===== src/rtl/locker_pkg.sv =====
// Shared types and width helpers for the parametrised digital locker.
package locker_pkg;

    typedef enum logic [2:0] {
        StEntry,
        StCompare,
        StUnlocked,
        StProgram,
        StLockout
    } state_t;

    // Bits needed to hold 0..max_val, never less than one.
    function automatic int unsigned cnt_width(input int unsigned max_val);
        if (max_val < 1) begin
            return 1;
        end
        return $clog2(max_val + 1);
    endfunction

endpackage


===== src/rtl/locker_lockout_timer.sv =====
// Loadable down-counter; stops at zero and flags expiry while it holds one.
module locker_lockout_timer #(
    parameter int unsigned TW = 10
) (
    input  logic          clk,
    input  logic          reset_n,
    input  logic          load,
    input  logic [TW-1:0] val,
    output logic          expire
);

    logic [TW-1:0] count_q, count_d;

    always_comb begin
        count_d = count_q;
        if (load) begin
            count_d = val;
        end else if (count_q != '0) begin
            count_d = count_q - 1'b1;
        end
    end

    always_ff @(posedge clk) begin
        if (!reset_n) begin
            count_q <= '0;
        end else begin
            count_q <= count_d;
        end
    end

    assign expire = (count_q == TW'(1));

endmodule


===== src/rtl/param_digital_locker.sv =====
// Digit-entry code lock with attempt limit, timed lockout, relock and code reprogramming.
module param_digital_locker
    import locker_pkg::*;
#(
    parameter int unsigned DIGIT_W        = 4,
    parameter int unsigned CODE_LEN       = 4,
    parameter int unsigned MAX_ATTEMPTS   = 3,
    parameter int unsigned LOCKOUT_CYCLES = 1000,
    parameter logic [DIGIT_W*CODE_LEN-1:0] DEFAULT_CODE = 16'h4321,
    localparam int unsigned AW = $clog2(MAX_ATTEMPTS + 1),
    localparam int unsigned IW = $clog2(CODE_LEN + 1)
) (
    input  logic               clk,
    input  logic               reset_n,
    input  logic               digit_valid,
    input  logic [DIGIT_W-1:0] digit_in,
    input  logic               clear,
    input  logic               relock,
    input  logic               prog_en,
    output logic               unlocked,
    output logic               locked,
    output logic               prog_mode,
    output logic               bad_attempt,
    output logic [AW-1:0]      attempts_left,
    output logic [IW-1:0]      digit_count
);

    localparam int unsigned CW = DIGIT_W * CODE_LEN;
    localparam int unsigned TW = cnt_width(LOCKOUT_CYCLES);
    localparam logic [IW-1:0] LastIdx = IW'(CODE_LEN - 1);
    localparam logic [AW-1:0] MaxAtt  = AW'(MAX_ATTEMPTS);
    localparam logic [TW-1:0] LockVal = TW'(LOCKOUT_CYCLES);

    state_t         state_q, state_d;
    logic [IW-1:0]  idx_q, idx_d;
    logic [CW-1:0]  entry_q, entry_d;
    logic [CW-1:0]  shadow_q, shadow_d;
    logic [CW-1:0]  code_q, code_d;
    logic [AW-1:0]  att_q, att_d;
    logic           bad_d;
    logic           timer_load;
    logic           timer_expire;

    logic           unlocked_q, locked_q, prog_q, bad_q;
    logic [IW-1:0]  count_q;

    locker_lockout_timer #(
        .TW(TW)
    ) u_timer (
        .clk    (clk),
        .reset_n(reset_n),
        .load   (timer_load),
        .val    (LockVal),
        .expire (timer_expire)
    );

    always_comb begin
        state_d    = state_q;
        idx_d      = idx_q;
        entry_d    = entry_q;
        shadow_d   = shadow_q;
        code_d     = code_q;
        att_d      = att_q;
        bad_d      = 1'b0;
        timer_load = 1'b0;

        unique case (state_q)
            StEntry: begin
                if (clear) begin
                    idx_d = '0;
                end else if (digit_valid) begin
                    entry_d[idx_q*DIGIT_W +: DIGIT_W] = digit_in;
                    if (idx_q == LastIdx) begin
                        idx_d   = '0;
                        state_d = StCompare;
                    end else begin
                        idx_d = idx_q + 1'b1;
                    end
                end
            end
            StCompare: begin
                if (entry_q == code_q) begin
                    state_d = StUnlocked;
                    att_d   = MaxAtt;
                end else begin
                    bad_d = 1'b1;
                    if (att_q <= AW'(1)) begin
                        att_d   = '0;
                        state_d = StLockout;
                        // A zero duration leaves the timer idle, so lockout never expires.
                        timer_load = (LOCKOUT_CYCLES != 0);
                    end else begin
                        att_d   = att_q - 1'b1;
                        state_d = StEntry;
                    end
                end
            end
            StUnlocked: begin
                if (relock) begin
                    state_d = StEntry;
                end else if (prog_en) begin
                    idx_d   = '0;
                    state_d = StProgram;
                end
            end
            StProgram: begin
                if (clear) begin
                    idx_d   = '0;
                    state_d = StUnlocked;
                end else if (digit_valid) begin
                    shadow_d[idx_q*DIGIT_W +: DIGIT_W] = digit_in;
                    if (idx_q == LastIdx) begin
                        code_d  = shadow_d;
                        idx_d   = '0;
                        state_d = StUnlocked;
                    end else begin
                        idx_d = idx_q + 1'b1;
                    end
                end
            end
            StLockout: begin
                if (timer_expire) begin
                    att_d   = MaxAtt;
                    state_d = StEntry;
                end
            end
            default: begin
                state_d = StEntry;
                idx_d   = '0;
            end
        endcase
    end

    always_ff @(posedge clk) begin
        if (!reset_n) begin
            state_q    <= StEntry;
            idx_q      <= '0;
            entry_q    <= '0;
            shadow_q   <= '0;
            code_q     <= DEFAULT_CODE;
            att_q      <= MaxAtt;
            unlocked_q <= 1'b0;
            locked_q   <= 1'b0;
            prog_q     <= 1'b0;
            bad_q      <= 1'b0;
            count_q    <= '0;
        end else begin
            state_q    <= state_d;
            idx_q      <= idx_d;
            entry_q    <= entry_d;
            shadow_q   <= shadow_d;
            code_q     <= code_d;
            att_q      <= att_d;
            // Status flags follow the next state so they line up with state_q.
            unlocked_q <= (state_d == StUnlocked) || (state_d == StProgram);
            locked_q   <= (state_d == StLockout);
            prog_q     <= (state_d == StProgram);
            bad_q      <= bad_d;
            count_q    <= ((state_d == StEntry) || (state_d == StProgram)) ? idx_d : '0;
        end
    end

    assign unlocked      = unlocked_q;
    assign locked        = locked_q;
    assign prog_mode     = prog_q;
    assign bad_attempt   = bad_q;
    assign attempts_left = att_q;
    assign digit_count   = count_q;

endmodule


===== config.mk =====
export PLATFORM = sky130hd
export DESIGN_NAME = param_digital_locker
export DESIGN_NICKNAME = d
export VERILOG_FILES = /design/src/rtl/locker_pkg.sv /design/src/rtl/locker_lockout_timer.sv /design/src/rtl/param_digital_locker.sv
export SDC_FILE = /design/constraint.sdc
export NUM_CORES = 1
export LEC_CHECK = 0
export ABC_AREA = 1
export CAP_MARGIN = 20
export CELL_PAD_IN_SITES_DETAIL_PLACEMENT = 1
export CELL_PAD_IN_SITES_GLOBAL_PLACEMENT = 1
export CORE_UTILIZATION = 30
export DETAILED_ROUTE_END_ITERATION = 7
export GPL_ROUTABILITY_DRIVEN = 0
export GPL_TIMING_DRIVEN = 0
export PLACE_DENSITY = 0.62
export SLEW_MARGIN = 20
export SYNTH_ARGS = -nofsm -noshare
export SYNTH_HDL_FRONTEND = slang
export SYNTH_SLANG_ARGS = --single-unit

===== constraint.sdc =====
create_clock -name clk -period 3.9 [get_ports clk]
set_clock_uncertainty 0.2 [all_clocks]
set_input_delay 0.78 -clock clk [delete_from_list [all_inputs] [get_ports clk]]
set_output_delay 0.78 -clock clk [all_outputs]
set_load 0.02 [all_outputs]

* Yosys cells after proc, flatten, opt, wreduce, memory -nomap -nowiden *
Index checks and enable logic that the tools add are counted.

cells by class
  add/subtract/negate cells = 4
  magnitude comparators = 1
  eq/ne operators = 11
  shift operators = 2
  mux-type cells = 30
  bitwise gates (word level) = 2
  reductions and logical operators = 16

operators with widths
  cell                     number
  $mux 3                   16
  $neg 5->34               1
  $shift 4x34->16 const A  1
  $shiftx 4x34->16         1
  $bwmux 16                2
  $mux 10                  2
  $eq 16x16->1             1
  $eq 3x2->1 const B       5
  $pmux 3 s5               1
  $eq 10x1->1 const B      1
  $reduce_bool 10->1       1
  $sub 10x1->10 const B    1
  $pmux 3 s3               1
  $eq 3x3->1 const B       2
  $logic_not 3->1          2
  $mux 2                   3
  $reduce_and 2->1         3
  $reduce_and 3->1         2
  $reduce_or 2->1          3
  $mux 1                   4
  $pmux 2 s2               1
  $reduce_and 4->1         1
  $reduce_bool 2->1        2
  $add 3x1->3 const B      1
  other kinds (6)          8

word-level totals
  register bits = 73
  input bits = 10
  output and inout bits = 9
  word-level logic and storage cells = 79

* Logic depth before layout (Yosys ltp) *
  depth in word-level cells = 8
  mapped depth = 12
  gate-level depth less buffers = 12

* Cells and area by module *
A second synthesis with hierarchy kept.

unflattened totals
  cell total of the unflattened synthesis = 560
  area, all modules = 3768.6 µm²

modules (own cells, without submodules)
  module                times used  cells an instance  area each (µm²)  seq. area each (µm²)
  param_digital_locker  1           453                3072.9           1261.2
  locker_lockout_timer  1           107                695.7            200.2

* Worst setup path after synthesis *
OpenSTA, ideal clock, no wires.

  path kind = reg2reg
  start = register idx_q[0]
  end = register entry_q[10]
  setup time = 0.086 ns
  arrival = 1.747 ns
  data required time = 3.614 ns
  path slack = 1.868 ns
  cell stages (with the launch flop) = 10
  clock period less this slack = 2.032 ns
  cell sequence = dfxtp_1 inv_2 ha_1 ha_1 nand2_1 nor3_1 nand2_1 nor2_2 nor2_1 a211oi_1

between the ends
  longest elaborated chain between the ends = 3
  elaborated cells on any way between the ends = 4
  classes of those cells = add/sub: 1; shift: 2; mux: 1

ends and longest elaborated chain
  element                                                     RTL line                     source
  start: declaration                                          param_digital_locker.sv:35   logic [IW-1:0] idx_q, idx_d;
  start signal: assignment                                    param_digital_locker.sv:149  idx_q <= idx_d;
  $neg 5->34 *                                                param_digital_locker.sv:72   entry_d[idx_q*DIGIT_W +: DIGIT_W] = digit_in;
  $shiftx 4x34->16 / $shift 4x34->16 (equally long branches)  param_digital_locker.sv:72
  $bwmux 16 *                                                 param_digital_locker.sv:72
  end signal: assignment                                      param_digital_locker.sv:150  entry_q <= entry_d;
  end: declaration                                            param_digital_locker.sv:36   logic [CW-1:0] entry_q, entry_d;

Every way passes the cells marked *; elsewhere a longest branch is shown, timed or not.
A chain may end at the register's enable or synchronous reset.

* Worst setup path after layout *
  start = input port digit_valid
  end = register code_q[6]

between the ends
  longest elaborated chain between the ends = 1

ends and longest elaborated chain
  element                     RTL line                     source
  start: declaration          param_digital_locker.sv:15   input logic digit_valid,
  $reduce_and 4->1 (no line)  -
  end signal: assignment      param_digital_locker.sv:152  code_q <= code_d;
  end: declaration            param_digital_locker.sv:38   logic [CW-1:0] code_q, code_d;

Every way passes these cells.

==> impl_results.md <==
* Status: finished, final reports clean
* Synth Cell Area at 3470 sq um
* Largest net degree at the start of global routing at 13
* Fillers at 1,409
* Vias at approximately 3,300
* Fraction of registers with async set/reset at 0%
* NumNets Final at about 560
* Non-filler cells, final at 693
* DP HPWL at a little over 7000 microns
* Post-Synth Simple-Gate Area at 25.9%
* Post-Route Setup TNS at 0 ps
* Setup violators final at 0
* Compound-Gate Fraction of Synth Area at 18.1%
* Fin crit share at 65.5%
* Clk sinks at 73
* Clk Latency, worst-skew pair at 330 ps
* Initial detailed-routing violation count at 100
* Largest family of logic cells by synthesized area: simple AND/OR/NAND/NOR gates
* Seq cells post-synth at between 70 and 80
* Top-count cell post-synth: nand2_1
* CP bufs+invs at 6
* Final Hold Viols at 0
* Switching share of power at 27.6%
* Top cell type's share of synthesized area at 42.1%
* Multi-input combinational cell area at 1600 sq um
* Die Height at 110 microns
* Io pins at 19
* Worst-path clk slew at about 60 ps
* Combinational fraction of design power at 17.1%
* EDFF count, synth at 0
* Core area at approximately 11,000 sq um
* Share of post-route cells with drive strength above 1 at approximately 6.1%
* Rows at 38
* Post-CTS setup buffer count at 0
* Flop2flop setup slack at 1520 ps
* Post-DR wirelength/cell at 13.9 microns
* Area of the die at between 10,000 and 15,000 sq um
* Initial Util at 31.4%
* HP Start: code_q[4]
* CP required at 3910 ps
* Ys flop type: dfxtp_1
* Synth Area in Adders at under 10%
* RSZ-0062 raised after global routing: no
* CTS Hold Bufs at 0
* Net switching power at 595 uW
* CP dominant cell by count: inv_2
* Clk Tree Root Cell: clkbuf_16
* Synth top cells by count: nand2_1 (107), inv_1 (87), nor2_1 (79)
* Syn avg cell area at 6.67 sq um
* Pins Over Slew Limit at 0
* Post-Synth XOR/XNOR Area at 0%
* Die extent in x at 110 microns
* Clock share of power at 44.5%
* Post-layout min period at ~2600 ps
* P_leak at 1.89 nW
* Crit path max-delay family: buffers and inverters
* Worst Hold Depth at 2
* CTS tree: yes
* Sequential share of the synthesized area at 42.1%
* Hold Path Class: flip-flop to flip-flop
* Post-synthesis mux area share at 0%
* Sequential share of power at 38.4%
* DRT Pass-1 Iters at 4
* Slew margin rel. at 57.1%
* Crit path capture type: flip-flop
* R2R depth at 9
* Inserted Diodes at 0
* Grt ovf at 0
* CP peak stage delay at 590 ps
* Critical path peak fanout at 10
* Post-synthesis net count at ~540
* Clk buf depth at 2
* Critical path type: input pin to flip-flop
* Worst hold slack at between 200 and 300 ps
* Cts bufs inserted at 9
* Max Cap Viol at 0
* VDD IR-drop max at 0.000248 V
* Internal power at 1.56 mW
* Distinct cell type count after synthesis at 27
* Yosys warnings at 0
* Max Clk Rate at roughly 0.39 GHz
* Syn-to-layout area delta at 19.9%
* DRT antenna net count at 0
* Worst r2r dst: entry_q[8]
* Antenna violations before repair at 0
* Drt drc at 0
* CP max stage cell: clkdlybuf4s50_1
* Mapped Cells at 520
* WL final at 9650 microns
* R2R Path Start: idx_q[0]
* Worst Tran Pin Value at around 640 ps
* Cell taking the most area after synthesis: dfxtp_1
* Crit-path cells: clkdlybuf4s50_1 > inv_2 > nor2_2 > inv_2 > nor2_2 > inv_2 > nor2_4 > inv_2 > buf_2 > o21ai_0 > a21oi_1
* Post-cts sizing count at 0
* I/O Buffers at 17
* PD cells at 518 nW/um^2
* Crit start category: input pin
* Arrival @ worst endpoint at 2570 ps
* Post-Place Cells at 677
* Register Area at 1460 sq um
* Post-DR vias/cell at between 4 and 5
* H-tree lvl count at 3
* Vias in the first global route at 3,375
* Worst min-delay path endpoint: code_q[4]
* First-pass GRT wire length at 16,100 microns
* GRT Total Usage at 17.8%
* Top cells by area, synth: dfxtp_1 (42%), nand2_1 (12%), inv_1 (9.4%)
* Total power draw at 2.15 mW
## final cells by class
class	instances	share of cell area, %
Multi-Input combinational cell	341	38.5
Sequential cell	73	35.1
Inverter	93	8.39
Clock buffer	11	5.84
Tap cell	140	4.21
Timing Repair Buffer	17	4.09
Clock inverter	5	2.47
Buffer	13	1.35
## state kept, by name (all words and copies together) (netlist names)
name and cells:
code_q 16, entry_q 16, shadow_q 16, u_timer.count_q 10, digit_count 3, idx_q 3, state_q 3, attempts_left 2
bad_attempt 1, locked 1, prog_mode 1, unlocked 1
## power by group through the flow
| stage | Combinational, mW | Clock [mW] | Sequential [mW] |
|---|---|---|---|
| 2_1_floorplan | 0.277 | 0 | 0.835 |
| 3_3_place_gp | 0.357 | 0 | 0.841 |
| 3_5_place_dp | 0.368 | 0 | 0.844 |
| 4_1_cts | 0.371 | 0.982 | 0.827 |
| 5_1_grt | 0.422 | 1.01 | 0.835 |
| 6_report | 0.368 | 0.959 | 0.827 |
## routing by layer
layer | GRT usage [%] | routed length (microns) | share of wire (%)
met3 | 3.20 | 161 | 1.7
met5 | 0 | 0 | 0
met4 | 6.19 | 151 | 1.6
met2 | 31.0 | 4760 | 49
met1 | 22.0 | 4580 | 47
## worst max-delay path by stage
stage | startpoint | to | slack [ps] | cells past startpoint
2_1_floorplan | idx_q[0] | entry_q[10] | 1870 | 9
3_3_place_gp | digit_valid | code_q[6] | 970 | 11
3_5_place_dp | digit_valid | code_q[6] | 960 | 11
4_1_cts | digit_valid | code_q[6] | 1300 | 11
5_1_grt | digit_valid | code_q[6] | 1160 | 11
6_report | digit_valid | code_q[6] | 1340 | 11
## cell families after synthesis
group / count (synthesis)
AO/OA/AOI/OAI: 114
adder cells (fa/ha/maj): 6
buffers and inverters: 106
flip-flops: 73
AND/OR/NAND/NOR: 221
## through the flow
step	setup WS, ps	util [%]	cell area (sq um)
finish	1340	37.7	4160
global route	1160	37.7	4160
CTS	1300	37.7	4160
detailed placement	964	34.6	3810
global placement	973	34.6	3810
floorplan	1870	-	3470
## tightest hold or removal path, cell delays in order, from the launching register on
cell     delay [ps]
dfxtp_1         310
inv_1            60
a21oi_1          50
## cell usage in the layout (no fill, tap or decap)
| cell type | instances |
|---|---|
| nor2_2 | 7 |
| nor3_1 | 8 |
| a21oi_1 | 43 |
| o21ai_0 | 44 |
| o21a_1 | 1 |
| nor2_1 | 79 |
| nand2_1 | 107 |
| inv_1 | 87 |
| clkinv_1 | 1 |
| o22ai_1 | 1 |
| o211ai_1 | 12 |
| buf_2 | 3 |
| bufinv_16 | 3 |
| nand2_2 | 1 |
| ha_1 | 6 |
| nand4_1 | 1 |
| a211oi_1 | 5 |
| clkbuf_1 | 10 |
| o21ai_1 | 3 |
| clkdlybuf4s50_1 | 17 |
| a31oi_1 | 3 |
| a32o_1 | 1 |
| dfxtp_1 | 73 |
| nand3_1 | 15 |
| clkbuf_8 | 1 |
| or2_1 | 1 |
| a22oi_1 | 1 |
| inv_2 | 5 |
| clkbuf_16 | 9 |
| buf_4 | 1 |
| nor2_4 | 2 |
| clkinv_2 | 1 |
| clkinvlp_4 | 1 |
Note: power is estimated with default switching activity, not from simulation.
